$ cat src/rtl/xadc_seq_pkg.sv
// Shared types and constants for the XADC DRP sequencer: FSM states,
// widths and the fixed aux-channel DRP address map.
package xadc_seq_pkg;

    localparam int SAMPLE_W = 12;
    localparam int DRP_AW   = 7;
    localparam int CH_W     = 2;

    typedef enum logic [1:0] {
        IDLE = 2'd0,
        REQ  = 2'd1,
        WAIT = 2'd2
    } seq_state_t;

    // Board wiring: ch0 VAUX14, ch1 VAUX7, ch2 VAUX15, ch3 VAUX6
    function automatic logic [DRP_AW-1:0] chan_addr(input logic [CH_W-1:0] ch);
        logic [DRP_AW-1:0] addr;
        case (ch)
            2'd0:    addr = 7'h1E;
            2'd1:    addr = 7'h17;
            2'd2:    addr = 7'h1F;
            2'd3:    addr = 7'h16;
            default: addr = 7'h1E;
        endcase
        return addr;
    endfunction

endpackage

$ cat src/rtl/xadc_rr_pick.sv
// Combinational round-robin picker: first enabled channel after i_last_ch,
// wrapping around to i_last_ch itself when it is the only one enabled.
import xadc_seq_pkg::*;

module xadc_rr_pick #(
    parameter int NUM_CH = 4,
    parameter int CW     = $clog2(NUM_CH)
) (
    input  logic [NUM_CH-1:0] i_ch_en,
    input  logic [CW-1:0]     i_last_ch,
    output logic [CW-1:0]     o_cur,
    output logic              o_any
);

    logic [CW-1:0] w_idx;

    // Scan farthest offset first so the nearest enabled channel wins last
    always_comb begin
        o_any = |i_ch_en;
        o_cur = i_last_ch;
        w_idx = i_last_ch;
        for (int k = NUM_CH; k >= 1; k--) begin
            w_idx = CW'((int'(i_last_ch) + k) % NUM_CH);
            o_cur = i_ch_en[w_idx] ? w_idx : o_cur;
        end
    end

endmodule

$ cat src/rtl/xadc_drp_sequencer.sv
// Reads enabled XADC aux channels over DRP on each eoc and publishes them.
// Optional macro XADC_SEQ_AVG_EN: 4-sample moving average per channel.
import xadc_seq_pkg::*;

module xadc_drp_sequencer #(
    parameter int NUM_CH      = 4,
    parameter int TIMEOUT_CYC = 64,
    parameter int NOISE_MASK  = 1
) (
    input  logic                         clk,
    input  logic                         rst,
    input  logic [NUM_CH-1:0]            ch_en,
    input  logic                         eoc,
    output logic [DRP_AW-1:0]            drp_daddr,
    output logic                         drp_den,
    input  logic                         drp_drdy,
    input  logic [15:0]                  drp_do,
    output logic                         sample_valid,
    output logic [$clog2(NUM_CH)-1:0]    sample_ch,
    output logic [SAMPLE_W-1:0]          sample_data,
    output logic [NUM_CH*SAMPLE_W-1:0]   ch_data,
    output logic                         timeout_err
);

    localparam int CW = $clog2(NUM_CH);
    localparam int TW = (TIMEOUT_CYC > 1) ? $clog2(TIMEOUT_CYC) : 1;

    seq_state_t          r_state;
    logic [CW-1:0]       r_cur;
    logic [CW-1:0]       r_last_ch;
    logic [TW-1:0]       r_timer;
    logic [CW-1:0]       w_pick_cur;
    logic                w_pick_any;
    logic [SAMPLE_W-1:0] w_cond;
    logic [SAMPLE_W-1:0] w_result;
    logic                w_capture;

    xadc_rr_pick #(.NUM_CH(NUM_CH), .CW(CW)) u_pick (
        .i_ch_en   (ch_en),
        .i_last_ch (r_last_ch),
        .o_cur     (w_pick_cur),
        .o_any     (w_pick_any)
    );

    // Result sits in drp_do[15:4]; the low nibble is the ground-noise floor
    always_comb begin
        w_cond    = (NOISE_MASK != 0) ? {drp_do[15:8], 4'h0} : drp_do[15:4];
        w_capture = (r_state == WAIT) && drp_drdy && ch_en[r_cur];
    end

`ifdef XADC_SEQ_AVG_EN
    // Three stored samples plus the incoming one form the 4-sample window
    logic [SAMPLE_W-1:0] r_hist [NUM_CH][3];
    logic [SAMPLE_W+1:0] w_sum;

    // Window sum and truncating divide by four
    always_comb begin
        w_sum    = {2'b00, w_cond} + {2'b00, r_hist[r_cur][0]}
                 + {2'b00, r_hist[r_cur][1]} + {2'b00, r_hist[r_cur][2]};
        w_result = w_sum[SAMPLE_W+1:2];
    end

    // Per-channel history shift, cleared while the channel is disabled
    always_ff @(posedge clk) begin
        if (rst) begin
            for (int i = 0; i < NUM_CH; i++) begin
                for (int j = 0; j < 3; j++) begin
                    r_hist[i][j] <= '0;
                end
            end
        end else begin
            for (int i = 0; i < NUM_CH; i++) begin
                if (!ch_en[i]) begin
                    for (int j = 0; j < 3; j++) begin
                        r_hist[i][j] <= '0;
                    end
                end else if (w_capture && (r_cur == CW'(i))) begin
                    r_hist[i][0] <= w_cond;
                    r_hist[i][1] <= r_hist[i][0];
                    r_hist[i][2] <= r_hist[i][1];
                end
            end
        end
    end
`else
    // Single conditioned sample passes straight through
    always_comb begin
        w_result = w_cond;
    end
`endif

    // Sequencer FSM with registered DRP and sample outputs
    always_ff @(posedge clk) begin
        if (rst) begin
            r_state      <= IDLE;
            r_cur        <= '0;
            r_last_ch    <= CW'(NUM_CH - 1);
            r_timer      <= '0;
            drp_daddr    <= '0;
            drp_den      <= 1'b0;
            sample_valid <= 1'b0;
            sample_ch    <= '0;
            sample_data  <= '0;
            ch_data      <= '0;
            timeout_err  <= 1'b0;
        end else begin
            drp_den      <= 1'b0;
            sample_valid <= 1'b0;
            for (int i = 0; i < NUM_CH; i++) begin
                if (!ch_en[i]) begin
                    ch_data[i*SAMPLE_W +: SAMPLE_W] <= '0;
                end
            end
            case (r_state)
                IDLE: begin
                    if (eoc && w_pick_any) begin
                        r_cur   <= w_pick_cur;
                        r_state <= REQ;
                    end
                end
                REQ: begin
                    drp_den   <= 1'b1;
                    drp_daddr <= chan_addr(r_cur);
                    r_timer   <= '0;
                    r_state   <= WAIT;
                end
                WAIT: begin
                    if (drp_drdy) begin
                        r_last_ch <= r_cur;
                        r_state   <= IDLE;
                        // A channel disabled mid-read has its result dropped
                        if (w_capture) begin
                            sample_valid <= 1'b1;
                            sample_ch    <= r_cur;
                            sample_data  <= w_result;
                            ch_data[r_cur*SAMPLE_W +: SAMPLE_W] <= w_result;
                        end
                    end else if (r_timer == TW'(TIMEOUT_CYC - 1)) begin
                        timeout_err <= 1'b1;
                        r_last_ch   <= r_cur;
                        r_state     <= IDLE;
                    end else begin
                        r_timer <= r_timer + 1'b1;
                    end
                end
                default: r_state <= IDLE;
            endcase
        end
    end

endmodule

$ cat config.mk
export PLATFORM = sky130hd
export DESIGN_NAME = xadc_drp_sequencer
export DESIGN_NICKNAME = d
export VERILOG_FILES = /design/src/rtl/xadc_seq_pkg.sv /design/src/rtl/xadc_rr_pick.sv /design/src/rtl/xadc_drp_sequencer.sv
export SDC_FILE = /design/constraint.sdc
export NUM_CORES = 1
export LEC_CHECK = 0
export BUFFER_PORTS_ARGS = -buffer_cell sky130_fd_sc_hd__buf_2
export CAP_MARGIN = 0
export CELL_PAD_IN_SITES_DETAIL_PLACEMENT = 0
export CELL_PAD_IN_SITES_GLOBAL_PLACEMENT = 2
export CORE_MARGIN = 3
export CORE_UTILIZATION = 33
export DETAILED_ROUTE_END_ITERATION = 6
export GPL_TIMING_DRIVEN = 0
export PLACE_DENSITY = 0.83
export SKIP_CTS_REPAIR_TIMING = 1
export SYNTH_ARGS = -nofsm -noshare
export SYNTH_HDL_FRONTEND = slang
export SYNTH_SLANG_ARGS = --single-unit
$ cat constraint.sdc
create_clock -name clk -period 5.8 [get_ports clk]
set_clock_uncertainty 0.2 [all_clocks]
set_input_delay 0.87 -clock clk [delete_from_list [all_inputs] [get_ports clk]]
set_output_delay 0.87 -clock clk [all_outputs]
set_load 0.01 [all_outputs]
==> qor.tcl <==
set qor(cts_tree) {done}
set qor(die_h_um) 108
set qor(slew_viol_final) 0
set qor(floorplan.initialDensity_pct) 34.4
set qor(postPlaceCellArea_um2) 3980
set qor(yosys_warnings) 0
set qor(critPathKind) {reg -> reg}
set qor(synth.most_common_cell) {dfxtp_1}
set qor(max_cap_viol_count) 0
set qor(number_of_port_buffers) 78
set qor(via_count) 3120
set qor(area_delta_synth_final_pct) 23.0
set qor(max_slew_margin_pct) 42.5
set qor(floorplan.die.width_um) 108
set qor(grt_util_all_layers_pct) 17.4
set qor(path_delay_family) {simple AND/OR/NAND/NOR gates}
set qor(vias_in_the_first_global_route) 3053
set qor(cts.reportedPaths.clkPinSlew_ps) 90
set qor(syn_inst) 382
set qor(post_syn_area_um2) 3410
set qor(vias_per_cell) 5.08
set qor(holdWs_ps) 260
set qor(result_of_the_run) {complete, no violations}
set qor(min_tclk_post_route_ps) 2900
set qor(powerDensity_nw_per_um2) 254
set qor(rr_endpoint) {ch_data[9]$_SDFF_PP0_}
set qor(whs_endpoint) {ch_data[16]$_SDFF_PP0_}
set qor(post-layout-total-power_mw) 1.06
set qor(post_layout_nonfiller_instances) 614
set qor(cts-root-to-sink-buffers) 2
set qor(distinct_cell_type_count_after_synthesis) 56
set qor(tritoncts.num_buffers) 9
set qor(antenna_cells_inserted) 0
set qor(drt_iter0_markers) 208
set qor(post-route-util_pct) 42.3
set qor(timing.setup.tns_ps) 0
set qor(netlist.top_cell.by_area) {dfxtp_1}
set qor(worst_setup_path_start_kind) {flip-flop}
set qor(r2r_setup_slack_ps) 2900
set qor(finalSetupViolCount) 0
set qor(grt_remaining_overflow) 0
set qor(worst_r2r_path_depth) 7
set qor(routed_wire_length_per_instance_um) 16.0
set qor(hold_path_startpoint) {ch_data[16]$_SDFF_PP0_}
set qor(cp_slowest_stage_delay_ps) 560
set qor(post-route-drc-count) 0
set qor(worst-endpoint-arrival_ps) 2980
set qor(top_level_ports) 96
set qor(antenna_found_initial) 0
set qor(synth_top_cells_by_count) {76 x dfxtp_1, 39 x nand2_1, 24 x inv_1, 22 x o21ai_0, 19 x a21oi_1}
set qor(core_area_um2) 9910
set qor(cts_root_buf) {clkbuf_8}
set qor(cts_htree_levels) 3
set qor(placedCellCount) 598
set qor(fin_ws_ps) 2900
set qor(count_of_antenna_violating_nets_left_after_detailed_routing) 0
set qor(hold_violations) 0
set qor(synth_seq_cells) 76
set qor(worstHoldPathCells) 2
set qor(grt_pass1_wl_um) 15900
set qor(placementRows) 36
set qor(synth_top_area_share_pct) 44.7
set qor(crit_path_end_kind) {flip-flop}
set qor(fmax_mhz) 345
set qor(timing_worst_slew_pin_value_ps) 850
set qor(critical_path.max_fanout) 10
set qor(number_of_enable_type_register_cells_in_the_synthesized_netlist) 0
set qor(grt_start_max_net_pins) 15
set qor(dp_hpwl_um) 7360
set qor(insertion_delay_ps) 350
set qor(synth.top_cells.by_area) {dfxtp_1 45%, nand2_1 4.3%, mux2i_1 3.8%}
set qor(p_leak_nw) 1.72
set qor(crit_chain) {buf_2, inv_1, ha_1, or4bb_1, nor3_1, o21ai_1, o22ai_1}
set qor(required_ps) 5880
set qor(setup_repair_after_global_routing_missed_its_margin) {no}
set qor(async_reset_ff_share_pct) 0
set qor(crit_path_top_delay_cell) {or4bb_1}
set qor(finish.net_count) 507
set qor(seq_total_area_yosys_pct) 44.7
set qor(globalplace.congestion) 0.792
set qor(postSynth.topFlopCell) {dfxtp_1}
set qor(hp-class) {reg -> reg}
set qor(fin_crit_sh_pct) 50.0
set qor(syn_avg_cell_area_um2) 8.92
set qor(peakVddDrop_uv) 125
set qor(critical_path.n_buffers_inverters) 2
set qor(finalInstanceArea_um2) 4190
set qor(preCtsSetupSlack_ps) 2910
set qor(regToRegStartpoint) {r_cur[0]$_SDFFE_PP0P_}
set qor(routed_wire_length_um) 9850
set qor(cts_sinks) 76
set qor(drtPass1Iterations) 4
set qor(dieArea_um2) 11600
set qor(share_of_post_route_cells_with_drive_strength_above_1_pct) 24.7
[area by class of cell]
type / count / area [um^2]
fill: 1017 / 5720
multi-input combinational: 256 / 1650
sequential: 76 / 1520
timing repair buffer: 78 / 390
buffer: 31 / 166
tap: 133 / 166
clock buffer: 10 / 138
inverter: 24 / 90.1
clock inverter: 6 / 70.1
[tightest hold or removal path: stages, from the launching register on]
cell	delay [ps]
dfxtp_1	310
nand2_1	50
o21ai_0	60
[power by group]
| group | internal (mW) | switching (mW) |
|---|---|---|
| sequential | 0.527 | 0.00593 |
| clock | 0.215 | 0.207 |
| combinational | 0.0380 | 0.0700 |
[per-layer routing]
metal | part of all wire [%] | vias up | GRT usage, %
met5 | 0 | - | 0
met4 | 0.69 | 0 | 4.96
met3 | 6.4 | 6 | 4.02
met2 | 44 | 96 | 26.6
met1 | 49 | 1458 | 24.5
li1 | - | 1560 | -
[worst max path at each step]
stage / to / depth (start not counted) / slack [ps] / start
floorplan: ch_data[22]$_SDFF_PP0_ / 6 / 3290 / drp_drdy
global placement: ch_data[31]$_SDFF_PP0_ / 7 / 2910 / ch_en[1]
detailed placement: ch_data[31]$_SDFF_PP0_ / 7 / 2910 / ch_en[1]
CTS: ch_data[9]$_SDFF_PP0_ / 7 / 2890 / r_cur[0]$_SDFFE_PP0P_
global route: ch_data[22]$_SDFF_PP0_ / 7 / 2720 / r_cur[0]$_SDFFE_PP0P_
finish: ch_data[9]$_SDFF_PP0_ / 7 / 2900 / r_cur[0]$_SDFFE_PP0P_
[registers in the layout (all words and copies together), names as in the netlist]
name,count
ch_data,48
timeout_err,1
r_last_ch,2
r_state,2
r_cur,2
r_timer,6
drp_daddr,3
drp_den,1
sample_data,8
sample_valid,1
sample_ch,2
[cell families (layout without fill, tap and decap cells)]
group           count (synthesis)  count (layout)  synth area share [%]
compound gates                107             107                  22.4
xor+xnor                        1               1                 0.257
fa+ha+maj                       7               7                  2.57
buf+inv                        55             149                  7.53
flops                          76              76                  44.7
mux                            14              14                  4.15
other cells                     1               6                 0.110
simple gates                  121             121                  18.3
[cells in the final DEF, fill, tap and decap left out, drive strengths merged, types with 17 or more instances in the layout]
cell    instances
nand2          39
nor2           17
clkbuf         25
o21ai          23
buf            94
nand3          17
a21oi          19
dfxtp          76
inv            27
(Power assumes the default switching activity.)
